[config.mk]
export PLATFORM = sky130hd
export DESIGN_NAME = load_store_unit
export DESIGN_NICKNAME = d
export VERILOG_FILES = /design/src/rtl/lsu_pkg.sv /design/src/rtl/uart_tx_fifo.sv /design/src/rtl/load_store_unit.sv
export SDC_FILE = /design/constraint.sdc
export NUM_CORES = 1
export LEC_CHECK = 0
export ABC_AREA = 1
export CORE_MARGIN = 2
export CORE_UTILIZATION = 40
export CTS_CLUSTER_DIAMETER = 200
export DETAILED_ROUTE_END_ITERATION = 16
export PLACE_DENSITY = 0.88
export RECOVER_POWER = 100
export SLEW_MARGIN = 15
export SYNTH_ARGS = -nofsm -noshare
export SYNTH_HDL_FRONTEND = slang
export SYNTH_SLANG_ARGS = --single-unit
export TNS_END_PERCENT = 30
[constraint.sdc]
create_clock -name clk -period 5.7 [get_ports clk]
set_input_delay 0.855 -clock clk [delete_from_list [all_inputs] [get_ports clk]]
set_output_delay 0.855 -clock clk [all_outputs]
set_load 0.005 [all_outputs]
[src/rtl/lsu_pkg.sv]
`default_nettype none
// ============================================================================
// Module   : lsu_pkg
// Purpose  : Shared definitions for the load/store unit: access-size encoding,
//            UART register map, data-memory region limit and the bit layout
//            of the UART STATUS register.
// Revision : 1.0  initial release
// ============================================================================
package lsu_pkg;

    // Access size / signedness carried in funct3.
    typedef enum logic [2:0] {
        F3_B  = 3'b000,
        F3_H  = 3'b001,
        F3_W  = 3'b010,
        F3_BU = 3'b100,
        F3_HU = 3'b101
    } funct3_e;

    // UART register map, relative to the UART base address.
    localparam logic [31:0] C_UART_BASE_DEFAULT = 32'h8000_0000;
    localparam logic [31:0] C_UART_TXDATA_OFS   = 32'h0000_0000;
    localparam logic [31:0] C_UART_STATUS_OFS   = 32'h0000_0004;

    // Data memory occupies [0, 2**C_DMEM_ADDR_BITS): all higher bits must be 0.
    localparam int C_DMEM_ADDR_BITS = 10;

    // STATUS register layout: {27'b0, count[2:0], empty, full}.
    localparam int C_STAT_FULL_BIT  = 0;
    localparam int C_STAT_EMPTY_BIT = 1;
    localparam int C_STAT_COUNT_LSB = 2;
    localparam int C_STAT_COUNT_W   = 3;

endpackage
`default_nettype wire

[src/rtl/uart_tx_fifo.sv]
`default_nettype none
// ============================================================================
// Module   : uart_tx_fifo
// Purpose  : Byte FIFO feeding the UART transmitter. Pointers wrap modulo
//            TX_DEPTH, so non-power-of-two depths are supported.
// Ports    : clk, reset (async, active-low)
//            push/push_data : enqueue (ignored when full)
//            pop            : dequeue (ignored when empty)
//            head           : oldest byte
//            full/empty/count : occupancy
// Revision : 1.0  initial release
// ============================================================================
module uart_tx_fifo #(
    parameter int TX_DEPTH = 4,
    localparam int CNT_W   = $clog2(TX_DEPTH + 1),
    localparam int PTR_W   = (TX_DEPTH > 1) ? $clog2(TX_DEPTH) : 1
) (
    input  logic             clk,
    input  logic             reset,
    input  logic             push,
    input  logic [7:0]       push_data,
    input  logic             pop,
    output logic [7:0]       head,
    output logic             full,
    output logic             empty,
    output logic [CNT_W-1:0] count
);

    logic [PTR_W-1:0] wr_ptr_q, wr_ptr_d;
    logic [PTR_W-1:0] rd_ptr_q, rd_ptr_d;
    logic [CNT_W-1:0] count_q,  count_d;
    logic [7:0]       mem_q [0:TX_DEPTH-1];

    logic w_do_push;
    logic w_do_pop;

    function automatic logic [PTR_W-1:0] ptr_inc(input logic [PTR_W-1:0] p);
        return (p == PTR_W'(TX_DEPTH - 1)) ? '0 : p + PTR_W'(1);
    endfunction

    always_comb begin
        full      = (count_q == CNT_W'(TX_DEPTH));
        empty     = (count_q == '0);
        count     = count_q;
        head      = mem_q[rd_ptr_q];
        w_do_push = push && !full;
        w_do_pop  = pop && !empty;

        wr_ptr_d  = w_do_push ? ptr_inc(wr_ptr_q) : wr_ptr_q;
        rd_ptr_d  = w_do_pop  ? ptr_inc(rd_ptr_q) : rd_ptr_q;

        case ({w_do_push, w_do_pop})
            2'b10:   count_d = count_q + CNT_W'(1);
            2'b01:   count_d = count_q - CNT_W'(1);
            default: count_d = count_q;
        endcase
    end

    always_ff @(posedge clk or negedge reset) begin
        if (!reset) begin
            wr_ptr_q <= '0;
            rd_ptr_q <= '0;
            count_q  <= '0;
        end else begin
            wr_ptr_q <= wr_ptr_d;
            rd_ptr_q <= rd_ptr_d;
            count_q  <= count_d;
        end
    end

    // Storage is not reset: stale bytes are unreachable once count is zero.
    always_ff @(posedge clk) begin
        if (w_do_push) begin
            mem_q[wr_ptr_q] <= push_data;
        end
    end

endmodule
`default_nettype wire

[src/rtl/load_store_unit.sv]
`default_nettype none
// ============================================================================
// Module   : load_store_unit
// Purpose  : Decodes execute-stage loads/stores into data-memory accesses or
//            UART TX register accesses, builds store lanes/masks, extends
//            load data, and raises a sticky fault on bad requests.
// Ports    : clk, reset (async, active-low)
//            addr_E/rs2_E/funct3_E/rd_en/wr_en : request from execute stage
//            data_rd                           : word read from data memory
//            addrL_LSU/addrS_LSU/store/mask/cs_E/wr_E/Data_Memory_on : memory
//            load_data                         : extended load result
//            stall                             : TXDATA store blocked by full FIFO
//            uart_tx_data/valid/ready          : transmitter handshake
//            access_fault                      : sticky fault flag
// Revision : 1.0  initial release
// ============================================================================
module load_store_unit
    import lsu_pkg::*;
#(
    parameter int          TX_DEPTH  = 4,
    parameter logic [31:0] UART_BASE = C_UART_BASE_DEFAULT
) (
    input  logic        clk,
    input  logic        reset,
    input  logic [31:0] addr_E,
    input  logic [31:0] rs2_E,
    input  logic [2:0]  funct3_E,
    input  logic        rd_en,
    input  logic        wr_en,
    input  logic [31:0] data_rd,
    input  logic        uart_tx_ready,
    output logic [31:0] addrL_LSU,
    output logic [31:0] addrS_LSU,
    output logic [31:0] store,
    output logic [3:0]  mask,
    output logic        cs_E,
    output logic        wr_E,
    output logic        Data_Memory_on,
    output logic [31:0] load_data,
    output logic        stall,
    output logic [7:0]  uart_tx_data,
    output logic        uart_tx_valid,
    output logic        access_fault
);

    localparam int CNT_W = $clog2(TX_DEPTH + 1);

    logic             access_fault_q, access_fault_d;

    logic             w_req, w_in_dmem, w_is_txdata, w_is_status;
    logic             w_legal, w_is_half, w_is_word, w_misaligned;
    logic             w_dmem_acc, w_tx_store, w_fault;
    logic [3:0]       w_mask_raw;
    logic [7:0]       w_byte;
    logic [15:0]      w_half;
    logic [31:0]      w_ext, w_status;
    logic [2:0]       w_count3;
    logic             w_fifo_full, w_fifo_empty;
    logic [CNT_W-1:0] w_fifo_count;

    // ---------------- address / size decode ----------------
    always_comb begin
        w_req       = rd_en | wr_en;
        w_in_dmem   = (addr_E[31:C_DMEM_ADDR_BITS] == '0);
        w_is_txdata = (addr_E == UART_BASE + C_UART_TXDATA_OFS);
        w_is_status = (addr_E == UART_BASE + C_UART_STATUS_OFS);

        w_legal   = 1'b1;
        w_is_half = 1'b0;
        w_is_word = 1'b0;
        case (funct3_E)
            F3_B, F3_BU: ;
            F3_H, F3_HU: w_is_half = 1'b1;
            F3_W:        w_is_word = 1'b1;
            default:     w_legal   = 1'b0;
        endcase

        w_misaligned = (w_is_half & addr_E[0]) | (w_is_word & (addr_E[1:0] != 2'b00));
        w_dmem_acc   = w_req & w_in_dmem & w_legal & ~w_misaligned;
        w_tx_store   = wr_en & w_is_txdata & (funct3_E == F3_B);

        // Any TXDATA store other than a byte counts as a fault as well.
        w_fault = w_req & ( ~(w_in_dmem | w_is_txdata | w_is_status)
                          | ~w_legal
                          | w_misaligned
                          | (wr_en & w_is_txdata & (funct3_E != F3_B)) );
    end

    // ---------------- data memory interface ----------------
    always_comb begin
        addrL_LSU      = {24'b0, addr_E[9:2]};
        addrS_LSU      = {24'b0, addr_E[9:2]};
        Data_Memory_on = w_dmem_acc;
        cs_E           = ~w_dmem_acc;
        wr_E           = w_dmem_acc & wr_en;

        if (w_is_word) begin
            store      = rs2_E;
            w_mask_raw = 4'b1111;
        end else if (w_is_half) begin
            store      = {2{rs2_E[15:0]}};
            w_mask_raw = addr_E[1] ? 4'b1100 : 4'b0011;
        end else begin
            store      = {4{rs2_E[7:0]}};
            w_mask_raw = 4'b0001 << addr_E[1:0];
        end
        mask = (w_dmem_acc & wr_en) ? w_mask_raw : 4'b0000;
    end

    // ---------------- load path ----------------
    always_comb begin
        case (addr_E[1:0])
            2'b00:   w_byte = data_rd[7:0];
            2'b01:   w_byte = data_rd[15:8];
            2'b10:   w_byte = data_rd[23:16];
            default: w_byte = data_rd[31:24];
        endcase
        w_half = addr_E[1] ? data_rd[31:16] : data_rd[15:0];

        case (funct3_E)
            F3_B:    w_ext = {{24{w_byte[7]}}, w_byte};
            F3_BU:   w_ext = {24'b0, w_byte};
            F3_H:    w_ext = {{16{w_half[15]}}, w_half};
            F3_HU:   w_ext = {16'b0, w_half};
            default: w_ext = data_rd;
        endcase

        w_count3 = 3'(w_fifo_count);
        w_status = '0;
        w_status[C_STAT_COUNT_LSB +: C_STAT_COUNT_W] = w_count3;
        w_status[C_STAT_EMPTY_BIT] = w_fifo_empty;
        w_status[C_STAT_FULL_BIT]  = w_fifo_full;

        if (rd_en & w_dmem_acc) begin
            load_data = w_ext;
        end else if (rd_en & w_is_status & w_legal & ~w_misaligned) begin
            load_data = w_status;
        end else begin
            load_data = '0;
        end
    end

    // ---------------- UART TX FIFO ----------------
    uart_tx_fifo #(
        .TX_DEPTH (TX_DEPTH)
    ) u_tx_fifo (
        .clk       (clk),
        .reset     (reset),
        .push      (w_tx_store),
        .push_data (rs2_E[7:0]),
        .pop       (uart_tx_valid & uart_tx_ready),
        .head      (uart_tx_data),
        .full      (w_fifo_full),
        .empty     (w_fifo_empty),
        .count     (w_fifo_count)
    );

    // A pop in the same cycle does not release the stall: the store is
    // retried and lands on the first cycle the FIFO is seen not full.
    always_comb begin
        uart_tx_valid  = ~w_fifo_empty;
        stall          = w_tx_store & w_fifo_full;
        access_fault_d = access_fault_q | w_fault;
        access_fault   = access_fault_q;
    end

    always_ff @(posedge clk or negedge reset) begin
        if (!reset) begin
            access_fault_q <= 1'b0;
        end else begin
            access_fault_q <= access_fault_d;
        end
    end

endmodule
`default_nettype wire

; Word-level counts from Yosys, hierarchy flattened
; Memories as Yosys holds them, arrays and structs flattened.
; Index checks and enable logic that the tools add are counted.
[totals]
mem_count = 1
output_inout_bits = 146
inputBits = 104
reg_bits = 8
mem_bits_rw = 32
elab_cells = 84
[mem_list]
columns = memory, words, width, read_ports, rd_clocked_by_memory_dff, wr, line_no
row1 = u_tx_fifo.mem_q, 4, 8, 1, 0, 1, uart_tx_fifo.sv:32  ; logic [7:0] mem_q [0:TX_DEPTH-1];
[op_classes]
bitwise_logic = 29
shifts = 1
reduce_logical = 13
add_sub_neg = 4
n_mux = 19
n_eq_ne = 13
[ops]
columns = operator, count
row1 = 32-bit one-hot mux with 4 select lines, 1
row2 = 32-bit two-way mux, 3
row3 = "32-bit equality test, second input constant", 2
row4 = 8-bit one-hot mux with 3 select lines, 1
row5 = 22-bit logical NOT, 1
row6 = 1-bit bitwise AND, 16
row7 = 16-bit two-way mux, 1
row8 = 4-bit two-way mux, 4
row9 = "3-bit equality test, second input constant", 3
row10 = "2-bit equality test, second input constant", 4
row11 = 1-bit OR, 8
row12 = 3-bit logical NOT, 2
row13 = 3-bit one-hot mux with 2 select lines, 1
row14 = 1-bit two-way mux, 5
row15 = 5-bit two-way mux, 1
row16 = 1-bit inverter, 5
row17 = 5-bit OR reduction, 1
row18 = "2-bit by 1-bit adder with 2-bit output, second input constant", 2
row19 = "2-bit by 1-bit equality test with 1-bit output, second input constant", 2
row20 = 2-bit two-way mux, 2
row21 = 2-bit nonzero test, 2
row22 = "1-bit by 2-bit left shift with 4-bit output, first input constant", 1
row23 = "3-bit by 1-bit adder with 3-bit output, second input constant", 1
row24 = "3-bit by 1-bit equality test with 1-bit output, second input constant", 1
row25 = 7 further kinds, 9

; Longest topological paths before layout
[logic_depth]
depth_word = 9
ltp_mapped = 13
ltp_nobuf = 13

; Hierarchy
; From an unflattened synthesis, not the netlist that was laid out.
[unflattened]
cells_unflattened = 586
hier_area_um2 = 3978.8
[modules_own_cells]
columns = mod, n_inst, cells_per_inst, area_each_um2, seq_area_each_um2
row1 = load_store_unit, 1, 432, 2209.6, 25.0
row2 = uart_tx_fifo, 1, 154, 1769.2, 1136.1

; Worst setup path after synthesis
; OpenSTA, ideal clock, no wires.
[synth_path]
path_kind = input to output
from = input addr_E[0]
to = output load_data[21]
required_ps = 4845
setup_slack_ps = 2848
stages = 9
t_arrival_ps = 1997
path_buffers = 2
cell_sequence = buf_6 -> nor2_2 -> nand3_1 -> a21oi_2 -> nand2_2 -> nor2_4 -> o211ai_4 -> buf_8 -> nor2_2
[synth_between]
elab_chain_len = 7
elab_cells_between_ends = 13
cone_classes = eq/ne (2) / mux (3) / bitwise (6) / reduce/logical (2)
[synth_rtl]
columns = item, line_no
row1 = "start, declared", load_store_unit.sv:25  ; input logic [31:0] addr_E,
row2 = 2-bit nonzero test, load_store_unit.sv:78  ; w_misaligned = (w_is_half & addr_E[0]) | (w_is_word & (addr_E[1:0] != 2'b00));
row3 = 1-bit bitwise AND, load_store_unit.sv:78
row4 = 1-bit OR, load_store_unit.sv:78
row5 = 1-bit inverter, load_store_unit.sv:79  ; w_dmem_acc = w_req & w_in_dmem & w_legal & ~w_misaligned;
row6 = 1-bit bitwise AND, load_store_unit.sv:79
row7 = 1-bit bitwise AND, load_store_unit.sv:134  ; if (rd_en & w_dmem_acc) begin
row8 = 32-bit two-way mux *, load_store_unit.sv:134
row9 = "end, declared", load_store_unit.sv:39  ; output logic [31:0] load_data,
; Every way passes the cells marked *; elsewhere a longest branch is shown, timed or not.

; Worst setup path in the final report
[layout_path]
from = input funct3_E[1]
to = output store[14]
[layout_between]
elab_chain_len = 5
elab_cells_between_ends = 8
cone_classes = eq/ne (3) / mux (4) / reduce/logical (1)
[layout_rtl]
columns = item, line_no
row1 = "start, declared", load_store_unit.sv:27  ; input logic [2:0] funct3_E,
row2 = 3-bit equality test or 3-bit by 1-bit equality test with 1-bit output (tied branches), load_store_unit.sv:71  ; case (funct3_E)
row3 = 2-bit OR reduction, -
row4 = 1-bit two-way mux, load_store_unit.sv:71
row5 = 32-bit two-way mux, load_store_unit.sv:100  ; end else if (w_is_half) begin
row6 = 32-bit two-way mux *, load_store_unit.sv:97  ; if (w_is_word) begin
row7 = "end, declared", load_store_unit.sv:34  ; output logic [31:0] store,
; Marked as above.

==> metrics.yaml <==
status: "completed"
period_minus_slack_ns: 4.843
first_global_vias: 3814
antenna_found_initial: 0
synth_top_family_by_area: "simple AND/OR/NAND/NOR gates"
synthTopCellsByCount: "nand2_1 (130), nor2_1 (95), buf_4 (72), inv_1 (70), edfxtp_1 (32)"
die_y_um: 101.0
dieArea_sq_um: 10190
r2r_slack_ns: 3.29
period_share_pct: 84.97
nNetsFinal: 838
slowest_delay_ns: 0.65
yosysMostFrequentCell: "nand2_1"
coreArea_sq_um: 9196
ys_seq_area_share_pct: 30.87
placed_cell_area_sq_um: 5482
vias: 4073
cts_buffer_depth: 2
numCtsBuffers: 5
drtAntennaViolNets: 0
die_w_um: 101.0
timing.rr.start: "u_tx_fifo.count[1]"
maxCapViolCount: 0
cts_tree: "done"
clock_sinks: 40
max_freq_mhz: 206.5
critPathArrivalTime_ns: 3.99
clkTransAtPathRegs_ns: 0.07
grt_pass1_wl_mm: 17.97
num_antenna_cells: 0
slowest_stage: "clkbuf_1"
fin_skew_ns: 0.004101
synth_compound_area_share_pct: 11.48
synth.area.mux_share_pct: 0
multi_input_area_sq_um: 1861
synth_edf_count: 32
ios: 250
critPathRequiredTime_ns: 4.85
portBuffers: 201
synth_ff_type: "edfxtp_1"
fill_cells: 836
crit_chain: "clkdlybuf4s50_1 -> inv_2 -> nor2_1 -> clkbuf_1 -> inv_2 -> nand2_1 -> nor2_1 -> a21oi_1 -> nand2_1 -> clkdlybuf4s50_1"
root_buffer: "clkbuf_8"
cp-end-kind: "output pin"
grt_overflow_total: 0
min_to: "access_fault"
synth_cell_type_count: 38
netlist_area_sq_um: 3761
finalHoldViolations: 0
cts-resized-gates: 0
tightest_slew_ns: 0.9564
hp-start: "access_fault"
gp_congestion: 0.9477
rsz0062_at_grt: "no"
dpl.cell_count: 831
p_leak_uw: 0.002653
start_util_pct: 40.90
first_pass_iters: 5
min_path_cells: 2
grtUsageTotal_pct: 22.19
drtIter0Drc: 260
power.density_nw_per_um2: 188.0
drc: 0
r2r_end: "u_tx_fifo.count[2]"
peakVddDrop_mv: 0.1222
synth_cells: 557
grt_max_degree: 24
place_hpwl_mm: 9.607
synth.yosys.warnings: 0
drive_gt1_share_pct: 3.434
h-tree-depth: 2
synth_top_cell_area_share_pct: 25.55
worstSkewPairLatency_ns: 0.29
cts_hold_buf: 0
syn_avg_cell_area_sq_um: 6.752
synth_xor_area_share_pct: 0.4657
cp_max_fo: 23
wirelength_mm: 11.80
synth-seq-cells: 40
finalSetupTns_ns: 0
crit_buf_inv: 5
rows: 35
finalPower_uw: 1045
stdcell_count: 839
critical_path_class: "input port to output pin"
design_area_sq_um: 5560
hold_class: "flip-flop to flip-flop"
yosys.area_share.simple_pct: 30.84
post_cts_buffers: 0
ys_async_sr_fraction_pct: 20.00
worstSetupStartpointType: "input port"
setup_viol: 0
slew_viol_final: 0
vias_per_cell: 4.855
synthTopCellsByArea: "edfxtp_1 (26%), buf_4 (14%), nand2_1 (13%)"
synth_top_cell_by_area: "edfxtp_1"
maxSlewHeadroom_pct: 36.05
path_delay_family: "buffers and inverters"
rr_worst_depth: 11
area_delta_synth_final_pct: 47.84
seq_area_sq_um: 1161
synth_fa_ha_area_share_pct: 2.528
routedWlPerCell_um: 14.07
==> worst max-delay path by stage <==
stage | slack, ns | start | endpoint | depth (start not counted)
3_3_place_gp | 1.36 | funct3_E[1] | load_data[0] | 11
3_5_place_dp | 1.31 | funct3_E[1] | load_data[16] | 9
4_1_cts | 1.31 | funct3_E[1] | load_data[17] | 9
2_1_floorplan | 2.85 | addr_E[0] | load_data[21] | 9
6_report | 0.86 | funct3_E[1] | store[14] | 10
5_1_grt | 0.58 | addr_E[1] | load_data[19] | 9
==> cells by family after synthesis <==
family	after synthesis
AO/OA/AOI/OAI	71
XOR/XNOR	2
adder cells (fa/ha/maj)	7
buffers and inverters	159
flip-flops	40
other	1
AND/OR/NAND/NOR	277
==> metal layers <==
layer	part of all wire [%]	routed length, um	global-route usage (%)	vias to the layer above
li1	-	-	-	1995
met1	38	4472	25.68	1840
met2	52	6187	39.79	206
met3	7.1	841	4.785	32
met4	2.6	301	8.732	0
met5	0	0	0	-
==> registers in the layout, indices dropped and copies added (netlist names) <==
signal / count
u_tx_fifo.mem_q: 32
u_tx_fifo.count: 3
u_tx_fifo.rd_ptr_q: 2
u_tx_fifo.wr_ptr_q: 2
access_fault: 1
==> layout make-up <==
| class | instances | area share [%] |
|---|---|---|
| Timing Repair Buffer | 203 | 36.39 |
| Multi-Input combinational cell | 405 | 33.46 |
| Sequential cell | 40 | 20.88 |
| Inverter | 72 | 4.860 |
| Tap cell | 111 | 2.498 |
| Clock buffer | 5 | 1.238 |
| Clock inverter | 3 | 0.6751 |
==> layout by cell type (no fill, tap or decap), drive strengths merged, types with 2 or more instances in the layout <==
cell type	count
nand2	132
clkdlybuf4s50	117
nor2	109
dlygate4sd3	84
inv	72
conb	48
edfxtp	32
nand3	29
o21ai	29
a21oi	15
o22ai	13
dfrtp	8
ha	6
o211ai	6
clkbuf	6
o221ai	5
nor3	3
nand4	2
clkinv	2
==> worst register-to-register path, delay by kind of cell, from the launching register on <==
kind,cells,cell delay [ns]
xor gates and xnor gates,1,0.16
buffers and inverters,3,0.24
and+or+nand+nor,3,0.57
DFF,1,0.44
adders and majority gates,2,0.60
AOI/OAI and AO/OA,2,0.28
==> stage by stage <==
step	hold slack [ns]	util [%]	worst slack [ns]
6_report	0.4619	60.46	0.8569
4_1_cts	0.4760	60.76	1.309
2_1_floorplan	0.4567	-	2.848
3_5_place_dp	0.4569	59.61	1.313
3_3_place_gp	0.4514	59.61	1.361
5_1_grt	0.5126	60.46	0.5838
==> report_power, final <==
| group | internal, uW | switching, uW |
|---|---|---|
| Clock | 127 | 92.8 |
| Sequential | 334 | 40.2 |
| Combinational | 229 | 222 |
(Power assumes the default switching activity.)
